--- src/rtl/differentiator_seq_if.sv ---
// Sample-stream interface of the sequential comb differentiator.
// master = upstream producer, slave = differentiator.
interface differentiator_seq_if #(
    parameter int word_length = 8
);
    logic [word_length-1:0] data_in;
    logic                   hold;
    logic                   LSB_flag;
    logic [word_length-1:0] data_out;
    logic                   data_valid;

    modport master (
        output data_in,
        output hold,
        output LSB_flag,
        input  data_out,
        input  data_valid
    );

    modport slave (
        input  data_in,
        input  hold,
        input  LSB_flag,
        output data_out,
        output data_valid
    );
endinterface

--- src/rtl/differentiator_seq.sv ---
// Sequential comb differentiator: data_out = data_in - data_in delayed by latency words.
// Optional feature macro DIFF_BORROW_CHAIN_EN enables borrow propagation between sub-words.
module differentiator_seq #(
    parameter int word_length = 8,
    parameter int latency     = 4
) (
    input logic                 clock,
    input logic                 reset_b,
    differentiator_seq_if.slave bus
);
    localparam int CNT_W = $clog2(latency + 1);
    localparam logic [CNT_W-1:0] FILL_FULL = CNT_W'(latency);

    logic [word_length-1:0] shft_reg [latency];
    logic [CNT_W-1:0]       fill_cnt;
    logic [word_length-1:0] data_out_q;
    logic                   data_valid_q;
    logic                   accept;
    logic                   borrow_in;
    logic [word_length:0]   sub_full;

    assign accept = !bus.hold;

`ifdef DIFF_BORROW_CHAIN_EN
    logic borrow_reg;

    // The least-significant sub-word starts a fresh subtraction.
    assign borrow_in = bus.LSB_flag ? 1'b0 : borrow_reg;

    always_ff @(posedge clock or negedge reset_b) begin
        if (!reset_b) begin
            borrow_reg <= 1'b0;
        end else if (accept) begin
            borrow_reg <= sub_full[word_length];
        end
    end
`else
    logic unused_borrow;

    assign borrow_in     = 1'b0;
    assign unused_borrow = ^{bus.LSB_flag, sub_full[word_length]};
`endif

    // Extra MSB of the subtract is the borrow out of this sub-word.
    assign sub_full = {1'b0, bus.data_in}
                    - {1'b0, shft_reg[latency-1]}
                    - {{word_length{1'b0}}, borrow_in};

    always_ff @(posedge clock or negedge reset_b) begin
        if (!reset_b) begin
            for (int i = 0; i < latency; i++) begin
                shft_reg[i] <= '0;
            end
            fill_cnt     <= '0;
            data_out_q   <= '0;
            data_valid_q <= 1'b0;
        end else if (accept) begin
            shft_reg[0] <= bus.data_in;
            for (int i = 1; i < latency; i++) begin
                shft_reg[i] <= shft_reg[i-1];
            end
            data_out_q   <= sub_full[word_length-1:0];
            data_valid_q <= (fill_cnt == FILL_FULL);
            if (fill_cnt != FILL_FULL) begin
                fill_cnt <= fill_cnt + CNT_W'(1);
            end
        end
    end

    assign bus.data_out   = data_out_q;
    assign bus.data_valid = data_valid_q;
endmodule

--- src/flat_wrapper.sv ---
// flat-port wrapper written by rule: the top's interface ports become plain ports
module differentiator_seq_flat 
#(
    parameter int word_length = 8,
    parameter int latency     = 4
)
  (clock, reset_b, bus_data_in, bus_hold, bus_LSB_flag, bus_data_out, bus_data_valid);
  differentiator_seq_if #(.word_length(word_length)) bus_i ();
  input logic clock;
  input logic reset_b;
  input wire logic [$bits(bus_i.data_in)-1:0] bus_data_in;
  input wire logic [$bits(bus_i.hold)-1:0] bus_hold;
  input wire logic [$bits(bus_i.LSB_flag)-1:0] bus_LSB_flag;
  output wire logic [$bits(bus_i.data_out)-1:0] bus_data_out;
  output wire logic [$bits(bus_i.data_valid)-1:0] bus_data_valid;
  assign bus_i.data_in = bus_data_in;
  assign bus_i.hold = bus_hold;
  assign bus_i.LSB_flag = bus_LSB_flag;
  assign bus_data_out = bus_i.data_out;
  assign bus_data_valid = bus_i.data_valid;
  differentiator_seq #(.word_length(word_length), .latency(latency)) u_core (.clock(clock), .reset_b(reset_b), .bus(bus_i));
endmodule
--- config.mk ---
export PLATFORM = sky130hd
export DESIGN_NAME = differentiator_seq_flat
export DESIGN_NICKNAME = d
export VERILOG_FILES = /design/src/rtl/differentiator_seq_if.sv /design/src/rtl/differentiator_seq.sv /design/src/flat_wrapper.sv
export SDC_FILE = /design/constraint.sdc
export NUM_CORES = 1
export LEC_CHECK = 0
export ABC_AREA = 0
export BUFFER_PORTS_ARGS = -buffer_cell sky130_fd_sc_hd__buf_2
export CORE_UTILIZATION = 50
export CTS_BUF_LIST = sky130_fd_sc_hd__clkbuf_8
export CTS_CLUSTER_DIAMETER = 50
export DETAILED_ROUTE_END_ITERATION = 8
export GPL_ROUTABILITY_DRIVEN = 0
export PLACE_DENSITY = 0.72
export SLEW_MARGIN = 20
export SYNTH_ARGS = -nofsm -noshare
export SYNTH_HDL_FRONTEND = slang
export SYNTH_SLANG_ARGS = --single-unit
--- constraint.sdc ---
create_clock -name clock -period 2.4 [get_ports clock]
set_input_delay 0.24 -clock clock [delete_from_list [all_inputs] [get_ports clock]]
set_output_delay 0.24 -clock clock [all_outputs]
set_load 0.02 [all_outputs]
==> results of run 1 <==
## per-layer routing
| layer | vias up | GRT usage [%] | share of wire, % |
|---|---|---|---|
| li1 | 626 | - | - |
| met1 | 606 | 22.51 | 46 |
| met2 | 21 | 29.08 | 48 |
| met3 | 6 | 6.034 | 4.5 |
| met4 | 0 | 5.585 | 1.5 |
| met5 | - | 0 | 0 |
## per-stage QoR
step	cell area (um^2)	utilization, %	setup slack (ns)
floorplan	2051	-	0.7236
global placement	2185	57.51	0.5383
detailed placement	2185	57.51	0.4867
CTS	2311	60.84	0.5253
global route	2311	60.84	0.3516
finish	2311	60.84	0.5471
## layout make-up
| cell class | instances | area, um^2 |
|---|---|---|
| clock buffers | 7 | 96.34 |
| clock inverters | 1 | 30.03 |
| fillers | 310 | 1488 |
| inverters | 13 | 48.80 |
| multi-input cells | 102 | 872.1 |
| flip-flops and latches | 44 | 1101 |
| well taps | 48 | 60.06 |
| repair buffers | 20 | 102.6 |
## cells in the final DEF, fill, tap and decap left out, types with 4 or more instances in the layout
| master | Yosys | routed |
|---|---|---|
| o21ai_0 | 9 | 9 |
| nand2_1 | 11 | 11 |
| buf_2 | 5 | 19 |
| inv_1 | 13 | 13 |
| mux2_2 | 32 | 32 |
| clkbuf_8 | 0 | 7 |
| a21oi_1 | 4 | 4 |
| dfrtp_1 | 44 | 44 |
| ha_1 | 9 | 9 |
## path summary, 6_finish.rpt
check,startpoint,endpoint,cells after the start
worst max-delay path,u_core.shft_reg[0]$_DFFE_PN0N_,u_core.bus.data_out[6]$_DFFE_PN0N_,6
worst min-delay path,reset_b,u_core.shft_reg[24]$_DFFE_PN0N_,1
worst max register to register,u_core.shft_reg[0]$_DFFE_PN0N_,u_core.bus.data_out[6]$_DFFE_PN0N_,6
worst min register to register,u_core.bus.data_valid$_DFFE_PN0N_,u_core.bus.data_valid$_DFFE_PN0N_,2
max in group asynchronous,reset_b,u_core.shft_reg[14]$_DFFE_PN0N_,1
min in group clock,bus_data_in[4],u_core.shft_reg[28]$_DFFE_PN0N_,2
## power groups by stage
stage               registers (mW)  clock network [mW]  logic (mW)
floorplan                     1.09                   0       0.423
global placement              1.02                   0       0.639
detailed placement            1.03                   0       0.672
CTS                           1.02               0.615       0.680
global route                  1.04               0.652       0.755
finish                        1.02               0.601       0.671
## logic make-up after synthesis
family / after synthesis
XOR/XNOR: 3
multiplexers: 32
AND/OR/NAND/NOR: 28
buffers and inverters: 19
adder cells (fa/ha/maj): 10
flip-flops: 44
AO/OA/AOI/OAI: 29
==> flow_summary_export.csv, run 1 <==
group,metric,value,unit
status,outcome,"completed",
worst_hold_path,min_path_type,"in2async",
drt,drt_iter0_drc,72,
synthesis,avgSynthCellArea,12.43,um^2
power,power_frac_comb,29.3,%
synthesis,synth_cells,165,
synthesis,synth-xor-area-share,1.281,%
final_layout,finalNonFillerCells,235,
timing,finalSetupTns,0,ns
synthesis,yosysMostFrequentCell,"dfrtp_1",
timing,clock.fmax,0.5397,GHz
timing,slew_headroom,37.50,%
worst_setup_path,max_stage_delay,0.42,ns
synthesis,yosys-top-cells-area,"dfrtp_1 54%, mux2_2 18%, ha_1 5.5%, inv_1 2.4%, o21ai_0 2.2%",
synthesis,netlist_area,2051,um^2
global_route,grt_overflow,0,
clocking,hold_buffers,0,
final_layout,diodes,0,
clocking,cts_resized,0,
clocking,ctsRootBufferMaster,"clkbuf_8",
floorplan,placementRows,22,
timing,setup_viol,0,
placement,port_buffers,19,
final_layout,drive_gt1_share,34.22,%
synthesis,synth_edf_count,0,
floorplan,ios,21,
synthesis,synth_top_area_share,53.69,%
worst_setup_path,worstPathRequired,2.58,ns
floorplan,fp.dieW,66.04,um
power,finalPower,2.289,mW
floorplan,floorplan.die_area,4361,um^2
synthesis,ys_seq_elements,44,
synthesis,ys_async_sr_fraction,100.0,%
timing,drv_slew,0,
drt,antenna_left,0,
drt,wire_per_inst,13.79,um
clocking,cts_buffer_depth,2,
clocking,cts_tree,"built",
global_route,grt_max_degree,45,
clocking,cts_setup_buffers,0,
drt,routed_via_density,5.357,
floorplan,start_util,53.99,%
synthesis,synth_cell_types,37,
floorplan,core,3799,um^2
power,p_switching,0.6937,mW
clocking,cts.sinks,44,
clocking,cts_inserted_buffers,5,
global_route,grt_antenna_before_repair,0,
power,vdd.ir_drop.worst,0.4762,mV
placement,dp_hpwl,2.325,mm
timing,hold_violations,0,
final_layout,final_nets,208,
timing,timing.final.crit_share,77.21,%
clocking,clock_latency,0.29,ns
worst_setup_path,slowest_stage,"fa_1",
synthesis,synth-compound-area-share,9.701,%
timing,skew,0.009350,ns
synthesis,muxShareOfSynthArea,17.57,%
worst_setup_path,worstPathMaxFanout,3,
power,p_leak,1.048,nW
placement,dpl.cell_count,227,
global_route,grt_pass1_vias,1288,
drt,totalWireLength,3.240,mm
job,drv_cap,0,
worst_setup_path,start_kind,"flop",
synthesis,yosysSeqAreaShare,53.69,%
power,p_clk_share,26.3,%
worst_setup_path,reg2reg_slack,0.55,ns
synthesis,yosysWarnings,0,
final_layout,area_growth,12.69,%
power,internal-power,1.595,mW
timing,fin_crit,1.853,ns
drt,drtPass1Iterations,4,
synthesis,synthSimpleGateAreaFrac,7.505,%
synthesis,synth_top_family_by_area,"multiplexers",
clocking,clkSlewWorstSetupHoldPaths,0.08,ns
synthesis,synth_top_area_cell,"dfrtp_1",
worst_setup_path,arrival,2.03,ns
power,p_seq_share,44.4,%
timing,tightest_slew,0.9376,ns
global_route,grt.total_usage,17.92,%
worst_setup_path,crit_path_end_kind,"flop",
worst_setup_path,crit_chain,"ha_1, inv_1, fa_1, a211oi_1, o21bai_1, o311ai_0",
worst_setup_path,worstSetupPathType,"reg2reg",
synthesis,synth-adder-area-share,6.467,%
power,p_sw_share,30.31,%
floorplan,die_h,66.04,um
timing,grt_setup_unrepaired,"false",
drt,drc,0,
timing,hold_slack,0.09008,ns
clocking,htreeDepth,2,
final_layout,largest_reg_flops,32,
synthesis,synth_ff_type,"dfrtp_1",
power,pwr_density_cell,990.3,nW/um^2
global_route,grt_pass1_wl,5.727,mm
synthesis,synthTopCellsByCount,"44 x dfrtp_1, 32 x mux2_2, 13 x inv_1",
worst_setup_path,path_delay_family,"compound AO/OA/AOI/OAI gates",
drt,vias,1259,
worst_setup_path,path_buf_inv,1,
synthesis,syn_nets,187,
Note: power is estimated with default switching activity, not from simulation.
==> run 2, diff against run 1 <==
--- a/config.mk
+++ b/config.mk
@@ -5,7 +5,7 @@
 export SDC_FILE = /design/constraint.sdc
 export NUM_CORES = 1
 export LEC_CHECK = 0
-export ABC_AREA = 0
+export ABC_AREA = 1
 export BUFFER_PORTS_ARGS = -buffer_cell sky130_fd_sc_hd__buf_2
 export CORE_UTILIZATION = 50
 export CTS_BUF_LIST = sky130_fd_sc_hd__clkbuf_8
==> constraint.sdc (replaced) <==
create_clock -name clock -period 1.8 [get_ports clock]
set_input_delay 0.18 -clock clock [delete_from_list [all_inputs] [get_ports clock]]
set_output_delay 0.18 -clock clock [all_outputs]
set_load 0.02 [all_outputs]
==> flow_summary_export.csv, run 2 <==
group,metric,value,unit
power,pwr_density_cell,1090,nW/um^2
synthesis,synth-xor-area-share,1.308,%
worst_setup_path,worstPathMaxFanout,3,
drt,antenna_left,0,
drt,drc,0,
synthesis,muxShareOfSynthArea,0,%
final_layout,finalNonFillerCells,306,
worst_setup_path,worstPathRequired,1.99,ns
drt,totalWireLength,3.365,mm
power,internal-power,1.684,mW
global_route,grt_overflow,0,
worst_setup_path,path_delay_family,"adder cells",
synthesis,synth_top_area_cell,"dfrtp_1",
worst_setup_path,start_kind,"flop",
power,finalPower,2.446,mW
worst_hold_path,whs_path_depth,3,
synthesis,synth_cell_types,19,
drt,drtPass1Iterations,4,
final_layout,fillerInstances,361,
final_layout,final_nets,279,
clocking,cts.sinks,44,
worst_setup_path,crit_chain,"ha_1, inv_2, fa_1, nand2_1, nand2_1, nand3b_1, nand3b_1, nand3_1, nand2_1",
worst_setup_path,crit_path_end_kind,"flop",
drt,wire_per_inst,11.00,um
clocking,cts_setup_buffers,0,
drt,routed_via_density,4.797,
floorplan,die_h,65.38,um
synthesis,synth_ff_type,"dfrtp_1",
drt,drt_iter0_drc,51,
final_layout,final_common_cell,"nand2_1",
timing,tightest_slew,0.5487,ns
placement,dpl_cell_area,2143,um^2
clocking,cts_inserted_buffers,5,
clocking,ctsRootBufferMaster,"clkbuf_8",
clocking,cts_buffer_depth,2,
worst_setup_path,ff2ff_path_depth,9,
power,power_frac_comb,24.1,%
worst_setup_path,crit_top_cell,"nand2_1",
timing,fin_crit,1.531,ns
final_layout,fin_area,2243,um^2
timing,timing.final.crit_share,85.07,%
floorplan,ios,21,
timing,hold_slack,0.09970,ns
synthesis,synthSimpleGateAreaFrac,24.05,%
final_layout,diodes,0,
synthesis,synth-adder-area-share,6.604,%
power,vdd.ir_drop.worst,0.6348,mV
clocking,clock_latency,0.29,ns
synthesis,synth_edf_count,0,
worst_setup_path,max_stage_delay,0.38,ns
timing,grt_setup_unrepaired,"false",
global_route,grt.total_usage,17.84,%
power,p_switching,0.7622,mW
placement,port_buffers,19,
placement,dp_hpwl,2.284,mm
placement,dpl.cell_count,297,
worst_setup_path,r2r-start,"u_core.shft_reg[0]$_DFFE_PN0N_",
synthesis,yosysMostFrequentCell,"nand2_1",
global_route,grt_max_degree,45,
placement,place_ws,0.2573,ns
synthesis,netlist_area,2008,um^2
floorplan,core,3744,um^2
worst_hold_path,min_path_type,"in2reg",
job,drv_cap,0,
floorplan,placementRows,22,
synthesis,synthTopCellsByCount,"99 x nand2_1, 44 x dfrtp_1, 22 x inv_1",
timing,hold_violations,0,
power,p_sw_share,31.16,%
clocking,clkSlewWorstSetupHoldPaths,0.08,ns
power,p_seq_share,50.6,%
worst_hold_path,whs_endpoint,"u_core.shft_reg[30]$_DFFE_PN0N_",
timing,skew,0.004907,ns
timing,setup_slack,0.2688,ns
synthesis,synth_cells,235,
worst_setup_path,slowest_stage,"fa_1",
timing,clock.fmax,0.6531,GHz
synthesis,synth_top_area_share,54.83,%
synthesis,ys_seq_elements,44,
clocking,cts_tree,"built",
worst_hold_path,hp-start,"bus_data_in[6]",
final_layout,drive_gt1_share,13.18,%
worst_setup_path,arrival,1.72,ns
synthesis,yosys-top-cells-area,"dfrtp_1 55%, nand2_1 19%, ha_1 5.6%, o21ai_1 5.2%, inv_1 4.1%",
synthesis,ys_async_sr_fraction,100.0,%
power,p_leak,1.211,nW
timing,finalSetupTns,0,ns
clocking,htreeDepth,2,
synthesis,synth-compound-area-share,6.417,%
floorplan,start_util,53.64,%
timing,drv_slew,0,
synthesis,synth_top_family_by_area,"simple AND/OR/NAND/NOR gates",
timing,setup_viol,0,
global_route,grt_pass1_wl,5.727,mm
synthesis,syn_nets,257,
final_layout,largest_reg_flops,32,
final_layout,final_cell_mix,"99 x nand2_1, 44 x dfrtp_1, 24 x inv_1",
synthesis,yosysSeqAreaShare,54.83,%
synthesis,yosysWarnings,0,
timing,slew_headroom,63.42,%
drt,vias,1468,
final_layout,final_util,59.93,%
global_route,grt_antenna_before_repair,0,
floorplan,floorplan.die_area,4274,um^2
final_layout,area_growth,11.71,%
power,p_clk_share,25.4,%
worst_setup_path,rr_endpoint,"u_core.bus.data_out[6]$_DFFE_PN0N_",
status,outcome,"completed",
worst_setup_path,reg2reg_slack,0.27,ns
worst_setup_path,path_buf_inv,1,
worst_setup_path,worstSetupPathType,"reg2reg",
global_route,grt_pass1_vias,1367,
synthesis,avgSynthCellArea,8.545,um^2
floorplan,fp.dieW,65.38,um
-- run 2: cell count changes after synthesis, sizes merged, moves of 3 or more --
cell and delta:
mux2 -32, a211oi -3, buf +3, inv +12, nor2 +6, nand2 +89
o21ai +13, nand3 +5, o21a -3, nand3b +3
-- run 2: logic make-up after synthesis --
family          after synthesis
simple gates                120
flops                        44
buf+inv                      33
compound gates               25
fa+ha+maj                    10
xor+xnor                      3
-- run 2: per-layer routing --
metal	vias up	wire [um]	track usage, %
met2	22	1592	30.67
met1	681	1615	21.35
met5	-	0	0
met4	0	44	5.707
li1	760	-	-
met3	5	112	5.208
-- run 2: cell type report --
type	instances	area (um^2)	share of cell area, %
multi-input cells	158	770.7	34.36
well taps	48	60.06	2.677
flip-flops and latches	44	1101	49.08
clock buffers	6	82.58	3.681
repair buffers	23	127.6	5.689
inverters	25	93.84	4.183
clock inverters	2	7.507	0.3346
-- run 2: worst max path at each step --
stage / startpoint / endpoint / slack, ns / cells past startpoint
after floorplan: u_core.shft_reg[0]$_DFFE_PN0N_ / u_core.bus.data_out[6]$_DFFE_PN0N_ / 0.37 / 9
after global placement: bus_data_in[0] / u_core.bus.data_out[6]$_DFFE_PN0N_ / 0.26 / 11
after detailed placement: bus_data_in[0] / u_core.bus.data_out[6]$_DFFE_PN0N_ / 0.26 / 11
after CTS: u_core.shft_reg[0]$_DFFE_PN0N_ / u_core.bus.data_out[6]$_DFFE_PN0N_ / 0.28 / 9
after global routing: u_core.shft_reg[0]$_DFFE_PN0N_ / u_core.bus.data_out[6]$_DFFE_PN0N_ / 0.13 / 9
final: u_core.shft_reg[0]$_DFFE_PN0N_ / u_core.bus.data_out[6]$_DFFE_PN0N_ / 0.27 / 9
-- run 2: power by group through the flow --
stage / combinational [mW] / sequential [mW] / clock [mW]
2_1_floorplan: 0.380 / 1.30 / 0
3_3_place_gp: 0.578 / 1.25 / 0
3_5_place_dp: 0.596 / 1.26 / 0
4_1_cts: 0.597 / 1.24 / 0.646
5_1_grt: 0.677 / 1.26 / 0.671
6_report: 0.588 / 1.24 / 0.621
-- run 2: worst min-delay path, cell delays in order --
cell	delay, ns
buf_2	0.09
nand2_1	0.05
nand2_1	0.04
-- run 2: what timing repair did --
| item | CTS | global route |
|---|---|---|
| hold endpoints to repair | 44 | 0 |
| hold buffers | 1 | 0 |
| resized for setup | 0 | 0 |
==> run 3, diff against run 2 <==
--- a/config.mk
+++ b/config.mk
@@ -13,6 +13,7 @@
 export DETAILED_ROUTE_END_ITERATION = 8
 export GPL_ROUTABILITY_DRIVEN = 0
 export PLACE_DENSITY = 0.72
+export SETUP_SLACK_MARGIN = 0.5
 export SLEW_MARGIN = 20
 export SYNTH_ARGS = -nofsm -noshare
 export SYNTH_HDL_FRONTEND = slang
==> flow_summary_export.csv, run 3 (synthesized netlist as in run 2, its figures left out) <==
group,metric,value,unit
timing,drv_slew,0,
final_layout,seqCellArea,1101,um^2
timing,tightest_slew,0.3883,ns
final_layout,diodes,0,
timing,fin_crit,1.522,ns
floorplan,floorplan.die_area,4274,um^2
worst_setup_path,slowest_stage,"dfrtp_1",
global_route,grt_overflow,0,
clocking,cts_inserted_buffers,5,
floorplan,start_util,53.64,%
timing,slew_headroom,74.12,%
clocking,cts_buffer_depth,2,
timing,timing.final.crit_share,84.56,%
final_layout,largest_reg_flops,32,
clocking,clkSlewWorstSetupHoldPaths,0.08,ns
power,vdd.ir_drop.worst,0.6228,mV
timing,hold_violations,0,
drt,drtPass1Iterations,4,
timing,grt_setup_unrepaired,"true",
worst_setup_path,arrival,1.71,ns
final_layout,final_cell_mix,"92 x nand2_1, 44 x dfrtp_1, 20 x o21ai_1",
placement,port_buffers,19,
timing,finalSetupTns,0,ns
floorplan,die_h,65.38,um
job,drv_cap,0,
global_route,grt_pass1_wl,6.320,mm
worst_setup_path,crit_chain,"ha_2, inv_2, fa_2, nand2_2, nand2_2, nand3b_1, nand3b_1, nand3_1, nand2_1",
floorplan,ios,21,
clocking,htreeDepth,2,
global_route,grt_antenna_before_repair,0,
final_layout,multi_input_area,894.6,um^2
drt,drt_iter0_drc,111,
global_route,grt_max_degree,45,
worst_setup_path,crit_path_end_kind,"flop",
final_layout,area_growth,20.50,%
final_layout,fillerInstances,335,
final_layout,drive_gt1_share,24.14,%
timing,hold_slack,0.1180,ns
worst_setup_path,max_stage_delay,0.36,ns
power,p_leak,1.249,nW
power,pwr_density_cell,1103,nW/um^2
worst_setup_path,worstPathMaxFanout,2,
floorplan,placementRows,22,
clocking,cts_tree,"built",
final_layout,final_nets,282,
timing,clock.fmax,0.6570,GHz
clocking,cts.sinks,44,
worst_setup_path,setup.worst_path.start,"u_core.shft_reg[0]$_DFFE_PN0N_",
worst_setup_path,start_kind,"flop",
worst_setup_path,worstPathRequired,1.99,ns
drt,vias,1507,
worst_setup_path,worstSetupPathType,"reg2reg",
timing,skew,0.008058,ns
drt,wire_per_inst,11.63,um
clocking,ctsRootBufferMaster,"clkbuf_8",
drt,drc,0,
clocking,clock_latency,0.29,ns
worst_hold_path,hp-start,"bus_data_in[7]",
worst_setup_path,r2r-start,"u_core.shft_reg[0]$_DFFE_PN0N_",
status,outcome,"completed",
drt,routed_via_density,4.877,
global_route,grt_pass1_vias,1534,
worst_hold_path,min_path_type,"in2reg",
final_layout,final_common_cell,"nand2_1",
global_route,grt.total_usage,19.77,%
floorplan,core,3744,um^2
drt,totalWireLength,3.595,mm
timing,setup_viol,0,
placement,dp_hpwl,2.274,mm
floorplan,fp.dieW,65.38,um
drt,antenna_left,0,
==> run 3: cell types whose count changed in the layout (fill, tap and decap cells not counted), sizes merged <==
cell | before | now
bufinv | 0 | 1
inv | 27 | 26
clkinv | 0 | 1
clkbuf | 6 | 5
buf | 22 | 25
==> run 3: final timing paths <==
| kind | endpoint | slack (ns) | cells after the start |
|---|---|---|---|
| worst min-delay path | u_core.shft_reg[31]$_DFFE_PN0N_ | 0.12 | 3 |
| worst max-delay path | u_core.bus.data_out[6]$_DFFE_PN0N_ | 0.28 | 9 |
| worst min register to register | u_core.shft_reg[19]$_DFFE_PN0N_ | 0.47 | 2 |
| max in group asynchronous | u_core.bus.data_out[1]$_DFFE_PN0N_ | 1.20 | 3 |
| worst max register to register | u_core.bus.data_out[6]$_DFFE_PN0N_ | 0.28 | 9 |
| min in group asynchronous | u_core.shft_reg[12]$_DFFE_PN0N_ | 0.38 | 3 |
==> run 3: per-stage QoR <==
stage | instance area [um^2] | power, mW | std cells | util (%) | setup WS, ns
6_report | 2420 | 2.669 | 309 | 64.64 | 0.2780
5_1_grt | 2420 | 2.853 | 309 | 64.64 | 0.1513
4_1_cts | 2365 | 2.652 | 306 | 63.17 | 0.3044
3_5_place_dp | 2163 | 1.859 | 297 | 57.79 | 0.2776
3_3_place_gp | 2163 | 1.839 | 297 | 57.79 | 0.2969
2_1_floorplan | 2016 | 1.684 | 235 | - | 0.3967
==> run 3: layout make-up <==
class,instances,area share [%]
flip-flops and latches,44,45.50
multi-input cells,158,36.97
repair buffers,26,6.722
inverters,25,3.878
clock buffers,5,2.844
well taps,48,2.482
clock inverters,3,1.603
==> run 3: where the power goes <==
group	switching [mW]	total [mW]	internal, mW
logic	0.410	0.702	0.292
registers	0.0875	1.24	1.15
clock network	0.320	0.726	0.406
total	0.817	2.67	1.85
==> run 3: critical path, delay by kind of cell, from the launching register on <==
kind,cells,cell delay (ns)
flops,1,0.36
fa+ha+maj,2,0.51
buf+inv,1,0.04
simple gates,6,0.49
==> run 3: timing repair <==
action,in CTS,in global routing
hold buffers,1,0
setup endpoints to repair,5,7
endpoints found under the hold margin,44,0
setup buffers,0,3
pin swaps,9,6
resized for setup,14,11
==> run 3: routing by layer <==
metal,vias to the layer above,wire length [um],GRT usage [%]
met4,0,8,6.522
met3,2,121,5.208
met5,-,0,0
li1,771,-,-
met2,27,1780,33.63
met1,707,1684,24.26
